File: config.mk
export PLATFORM = sky130hd
export DESIGN_NAME = oam_dma_ctrl
export DESIGN_NICKNAME = d
export VERILOG_FILES = /design/src/rtl/oam_dma_ctrl.sv
export SDC_FILE = /design/constraint.sdc
export NUM_CORES = 1
export LEC_CHECK = 0
export BUFFER_PORTS_ARGS = -buffer_cell sky130_fd_sc_hd__buf_4
export CAP_MARGIN = 20
export CELL_PAD_IN_SITES_DETAIL_PLACEMENT = 1
export CELL_PAD_IN_SITES_GLOBAL_PLACEMENT = 2
export CORE_AREA = 10 10 93 95
export DETAILED_ROUTE_END_ITERATION = 10
export DIE_AREA = 0 0 103 105
export GPL_ROUTABILITY_DRIVEN = 0
export PLACE_DENSITY = 0.75
export SYNTH_ARGS = -nofsm -noshare
export SYNTH_HDL_FRONTEND = slang
export SYNTH_SLANG_ARGS = --single-unit
File: constraint.sdc
create_clock -name cpuClk -period 2.3 [get_ports cpuClk]
set_input_delay 0.23 -clock cpuClk [delete_from_list [all_inputs] [get_ports cpuClk]]
set_output_delay 0.23 -clock cpuClk [all_outputs]
set_load 0.02 [all_outputs]
File: src/rtl/oam_dma_ctrl.sv
// oam_dma_ctrl
// ------------
// CPU-side OAM DMA sequencer. A CPU write to DMA_REG_ADDR latches a source
// page, halts the CPU core and takes over the shared memory bus. The block
// then copies XFER_LEN bytes from {page,8'h00} upward to OAM_DATA_ADDR, one
// READ/WRITE cycle pair per byte, and hands the bus back to the CPU.
//
// Ports:
//   cpuClk     in   CPU clock, all state moves on the rising edge
//   reset      in   asynchronous active-low reset
//   cpuAddr    in   [15:0] address from the CPU core
//   cpuDataWr  in   [7:0]  write data from the CPU core
//   cpuWrEn    in   write enable from the CPU core
//   busDataRd  in   [7:0]  read data from the memory bus (same-cycle return)
//   busAddr    out  [15:0] muxed bus address
//   busDataWr  out  [7:0]  muxed bus write data
//   busWrEn    out  muxed bus write enable
//   cpuHalt    out  CPU must stall (controller owns the bus)
//   dmaActive  out  controller owns the bus
//   dmaDone    out  one-cycle pulse during the final WRITE cycle
//
// Bus ownership: there is no valid/ready handshake on this bus. While the
// state is IDLE the CPU signals pass straight through combinationally; in any
// other state the controller drives the bus and the CPU inputs are ignored.
module oam_dma_ctrl #(
  parameter logic [15:0] DMA_REG_ADDR  = 16'h4014,
  parameter logic [15:0] OAM_DATA_ADDR = 16'h2004,
  parameter int          XFER_LEN      = 256
) (
  input  logic        cpuClk,
  input  logic        reset,
  input  logic [15:0] cpuAddr,
  input  logic [7:0]  cpuDataWr,
  input  logic        cpuWrEn,
  input  logic [7:0]  busDataRd,
  output logic [15:0] busAddr,
  output logic [7:0]  busDataWr,
  output logic        busWrEn,
  output logic        cpuHalt,
  output logic        dmaActive,
  output logic        dmaDone
);

  // The index is 8 bits wide; the transfer ends by comparing against the
  // last index, never by letting the counter wrap.
  localparam logic [7:0] LAST_IDX = 8'(XFER_LEN - 1);

  typedef enum logic [2:0] {
    IDLE  = 3'd0,
    HALT  = 3'd1,
    ALIGN = 3'd2,
    READ  = 3'd3,
    WRITE = 3'd4
  } state_t;

  state_t      state;
  state_t      state_nxt;
  logic [7:0]  page;
  logic [7:0]  idx;
  logic [7:0]  rd_buf;
  logic        odd_cycle;

  logic        latch_page;
  logic        inc_idx;

  // State register and datapath registers.
  always_ff @(posedge cpuClk or negedge reset) begin
    if (!reset) begin
      state     <= IDLE;
      page      <= 8'h00;
      idx       <= 8'h00;
      rd_buf    <= 8'h00;
      odd_cycle <= 1'b0;
    end else begin
      state     <= state_nxt;
      // Parity of the current cycle, free-running from reset release.
      odd_cycle <= ~odd_cycle;
      if (latch_page) begin
        page <= cpuDataWr;
        idx  <= 8'h00;
      end else if (inc_idx) begin
        idx <= idx + 8'h01;
      end
      if (state == READ) begin
        rd_buf <= busDataRd;
      end
    end
  end

  // Next state and bus mux.
  always_comb begin
    state_nxt  = state;
    latch_page = 1'b0;
    inc_idx    = 1'b0;
    busAddr    = cpuAddr;
    busDataWr  = cpuDataWr;
    busWrEn    = cpuWrEn;
    dmaDone    = 1'b0;

    case (state)
      IDLE: begin
        // The trigger write itself is still passed to the bus.
        if (cpuWrEn && (cpuAddr == DMA_REG_ADDR)) begin
          latch_page = 1'b1;
          state_nxt  = HALT;
        end
      end

      HALT: begin
        busAddr   = {page, 8'h00};
        busDataWr = 8'h00;
        busWrEn   = 1'b0;
        // An odd HALT cycle needs one extra cycle so that reads fall on
        // the same parity as in the even case.
        state_nxt = odd_cycle ? ALIGN : READ;
      end

      ALIGN: begin
        busAddr   = {page, 8'h00};
        busDataWr = 8'h00;
        busWrEn   = 1'b0;
        state_nxt = READ;
      end

      READ: begin
        busAddr   = {page, idx};
        busDataWr = 8'h00;
        busWrEn   = 1'b0;
        state_nxt = WRITE;
      end

      WRITE: begin
        busAddr   = OAM_DATA_ADDR;
        busDataWr = rd_buf;
        busWrEn   = 1'b1;
        if (idx == LAST_IDX) begin
          dmaDone   = 1'b1;
          state_nxt = IDLE;
        end else begin
          inc_idx   = 1'b1;
          state_nxt = READ;
        end
      end

      default: begin
        state_nxt = IDLE;
      end
    endcase
  end

  assign cpuHalt   = (state != IDLE);
  assign dmaActive = (state != IDLE);

endmodule

Word-level counts from Yosys, hierarchy flattened --
Index checks and enable logic that the tools add are counted.
Storage, ports and cells: flip-flop bits (word level) 28, input port bits 35, bits in latches 0, bits in read-only memories 0, output and inout port bits 28, bits in writable memories 0, memories 0
Operators by class: div/mod/pow operators 0, bitwise logic cells 1, $lt $le $gt $ge 0, add/sub/neg operators 1, $mul 0, shift-type cells 0, reductions and logical operators 6, eq/ne operators 7, muxes and demuxes 15
Operator list (count):
- one-hot mux 16 bit (3 select lines) | 1
- == test 16 x 15 -> 1 bit, second input constant | 1
- two-way mux 8 bit | 2
- one-hot mux 8 bit (2 select lines) | 1
- one-hot mux 3 bit (5 select lines) | 1
- adder 8 x 1 -> 8 bit, second input constant | 1
- == test 8 bit, second input constant | 1
- two-way mux 1 bit | 7
- == test 3 x 2 -> 1 bit, second input constant | 2
- == test 3 x 1 -> 1 bit, second input constant | 1
- == test 3 bit, second input constant | 1
- logical NOT 3 bit | 1
- two-way mux 3 bit | 1
- nonzero test 3 bit | 1
- OR reduction 3 bit | 1
- two-way mux 2 bit | 1
- != test 2 bit, second input constant | 1
- one-hot mux 1 bit (2 select lines) | 1
- nonzero test 2 bit | 1
- OR reduction 2 bit | 1
- logical AND 1 bit | 1
- NOT 1 bit | 1

Logic depth before layout (Yosys ltp) --
word-level depth 5, gate-level depth with buffers 7, mapped depth without buffers 5

Least setup slack after synthesis --
No wires, ideal clock.
path type register to output, start register state[1], end output port busDataWr[2], arrival time 1.675 ns, required time 2.070 ns, cell stages (with the launch flop) 6, setup slack 0.395 ns, path through dfrtp_1 -> buf_2 -> nor2_1 -> clkbuf_1 -> nand2_1 -> o21ai_0
On the way: word-level cells in the longest chain between the ends 3, elaborated cells on any way between the ends 6, classes of those cells eq/ne (4); mux (1); reduce/logical (1)
Ends and longest elaborated chain:
- from (decl) | line 56 | state_t state;
- from (signal assigned) | line 75 | state <= state_nxt;
- == test 3 x 2 -> 1 bit / == test 3 x 1 -> 1 bit (equally long branches) | line 100 | case (state)
- OR reduction 3 bit (no line)
- one-hot mux 8 bit (2 select lines) * | line 100
- to (decl) | line 37 | output logic [7:0] busDataWr,
Every way passes the cells marked *; elsewhere a longest branch is shown, timed or not.

Final worst setup path --
start register state[2], end output port busAddr[5]
On the way: word-level cells in the longest chain between the ends 3, elaborated cells on any way between the ends 6, classes of those cells eq/ne (4); mux (1); reduce/logical (1)
Ends and longest elaborated chain:
- == test 3 x 2 -> 1 bit / == test 3 x 1 -> 1 bit (equally long branches) | line 100
- OR reduction 2 bit (no line)
- one-hot mux 16 bit (3 select lines) * | line 100
- to (decl) | line 36 | output logic [15:0] busAddr,
Marks and branches as above.

==> impl_metrics.toml <==
[drt]
routed_wl_um = 6210
postRouteAntennaNets = 0
drt_iter0_markers = 96
drcViolationCount = 0
via_per_inst = 5.10
post_drt_wl_per_cell_um = 18.1
vias = 1753
dr.pass1.iters = 4

[global_route]
use_met2_pct = 18.6
grt_overflow = 0
grtUsageMet1_pct = 14.9
grt_pass1_vias = 1834
grt_usage_pct = 11.4
antenna_found_initial = 0
gr-max-usage-layer = "met2"
grt_pass1_wl_um = 10000
grt_max_degree = 36
grt.met3_usage_pct = 2.11

[sta]
tns_ps = 0
finalMaxSlewViolations = 0
worst_pin_slew_ps = 521
finalCritPeriodShare_pct = 92.0
fin_crit_ps = 2120
setup-violations-final = 0
rsz0062_at_grt = "no"
finalClockSkew_ps = 2.65
hold_viol_final = 0
holdWs_ps = 177
relSlewSlack_pct = 65.2
fmaxAchievable_mhz = 473

[setup_path]
crit_fanout = 18
cp-end-kind = "output port"
reg2reg_depth = 4
reg2reg_from = "state[1]$_DFFE_PN0P_"
critPathRequiredTime_ps = 2070
r2r_end = "page[6]$_DFFE_PN0P_"
start_kind = "flop"
ff2ff_setup_slack_ps = 390
crit_arrival_ps = 1890
worst-setup-path-type = "flop to output port"

[clock_tree]
cts_tree = "yes"
cts_setup_buffers = 0
cts_buffers = 3
cts.sinks = 28
htreeDepth = 1
clkLatencyLatePin_ps = 280
clk_pin_slew_worst_paths_ps = 100
cts_root_buffer = "clkbuf_8"
cts_buffer_depth = 2

[synth]
synthTopCellsByArea = "dfrtp_1 35%, mux2_2 12%, nand2_1 6.3%"
seq_area_frac_synth_pct = 35.5
synth-async-reset-ratio_pct = 100
synth_area_um2 = 1970
synth_top_area_cell = "dfrtp_1"
synth_ff_type = "dfrtp_1"
yosysMostFrequentCell = "nand2_1"
yosys.area.top_type_share_pct = 35.5
syn_nets = 241
ys_types = 43
yosysWarnings = 0
synth_edf_count = 0
ys_ff_latch = 28
avgSynthCellArea_um2 = 9.63
synth_common_cells = "33 x nand2_1, 28 x dfrtp_1, 21 x mux2_2"
syn_inst = 205

[power_and_ir_drop]
irDropWorstVdd_mv = 0.434
seq_power_share_pct = 22.2
switching_share_pct = 45.1
clock_power_share_pct = 11.4
power_frac_comb_pct = 66.4
power.leakage_nw = 1.20
p_sw_w = 0.00157
p_int_w = 0.00191
power.density_nw_per_um2 = 1340

[die]
core_area_um2 = 6760
dieArea_um2 = 10800
start_util_pct = 29.2
top_level_ports = 63
die_h_um = 105
dieWidth_um = 103
num_rows = 30

[min_path]
hold_class = "input pin to flop"
hold_depth = 2
min_to = "rd_buf[6]$_DFFE_PN0N_"
min_from = "busDataRd[6]"

[layout]
area_delta_synth_final_pct = 31.4
drive_gt1_share_pct = 40.5
n_fill_cell = 789
antennaDiodeCount = 0
utilization_pct = 38.4
nNetsFinal = 301

[placement]
dp_hpwl_um = 4930
portBuffers = 62

[run]
cap_violations = 0

[status]
outcome = "completed"
power by group through the flow:
stage	sequential (W)	clock (W)	combinational, W
3_5_place_dp	0.000782	0	0.00234
5_1_grt	0.000798	0.000428	0.00253
6_report	0.000771	0.000397	0.00230
3_3_place_gp	0.000777	0	0.00231
4_1_cts	0.000771	0.000409	0.00235
2_1_floorplan	0.000709	0	0.00160
kinds of logic (layout without fill, tap and decap cells):
kind of cell / count (synthesis) / after routing / synth area share [%]
buffers and inverters: 19 / 78 / 5.39
multiplexers: 35 / 35 / 19.8
AO/OA/AOI/OAI: 39 / 39 / 14.3
adder cells (fa/ha/maj): 2 / 2 / 1.14
AND/OR/NAND/NOR: 80 / 80 / 23.0
XOR/XNOR: 2 / 2 / 0.887
flip-flops: 28 / 28 / 35.5
cell usage in the layout (no fill, tap or decap), drive strengths merged, types with 3 or more instances in the layout:
cell type	netlist	final
a22o	14	14
buf	9	71
clkbuf	8	3
dfrtp	28	28
mux2	24	24
mux2i	11	11
nand2	33	33
nand3	5	5
nor2	14	14
nor3	7	7
nor4b	6	6
o21ai	10	10
o22ai	7	7
sequential cells by signal, indices dropped and copies added (netlist names):
signal and cells:
idx 8, page 8, rd_buf 8, state 3
odd_cycle 1
layer usage:
metal	vias up	wire, µm
li1	868	-
met1	852	2770
met2	31	3070
met3	2	323
met4	0	47
met5	-	0
area by class of cell:
type	count	area [µm²]	share of cell area, %
Sequential cell	28	701	27.0
Clock inverter	1	30.0	1.16
Tap cell	80	100	3.86
Timing Repair Buffer	72	543	20.9
Inverter	2	7.51	0.289
Multi-Input combinational cell	158	1170	45.2
Clock buffer	3	41.3	1.59
worst max-delay path by stage:
stage	startpoint	end	slack, ps
2_1_floorplan	state[1]$_DFFE_PN0P_	busDataWr[2]	400
3_5_place_dp	state[1]$_DFFE_PN0P_	page[6]$_DFFE_PN0P_	400
6_report	state[2]$_DFFE_PN0P_	busAddr[5]	180
4_1_cts	state[1]$_DFFE_PN0P_	busAddr[2]	100
5_1_grt	state[1]$_DFFE_PN0P_	busDataWr[3]	10
3_3_place_gp	state[1]$_DFFE_PN0P_	page[4]$_DFFE_PN0P_	450
critical path: stages, from the launching register on:
cell     delay, ps
dfrtp_1        450
buf_4          220
or3_1          370
nand2_1        240
a22o_1         190
buf_4          130
per-stage QoR:
stage	total power, W	instances	cell area (µm²)	setup WS (ps)
after global placement	0.00309	339	2510	449
after floorplan	0.00231	205	1970	395
after CTS	0.00353	344	2590	96.5
after global routing	0.00376	344	2590	12.2
after detailed placement	0.00312	339	2510	397
final	0.00347	344	2590	184
what timing repair did:
action,CTS,global route
gates resized for setup,0,1
endpoints found under the setup margin,0,3
hold endpoints to repair,28,0
hold buffers,1,0
Note: power is estimated with default switching activity, not from simulation.
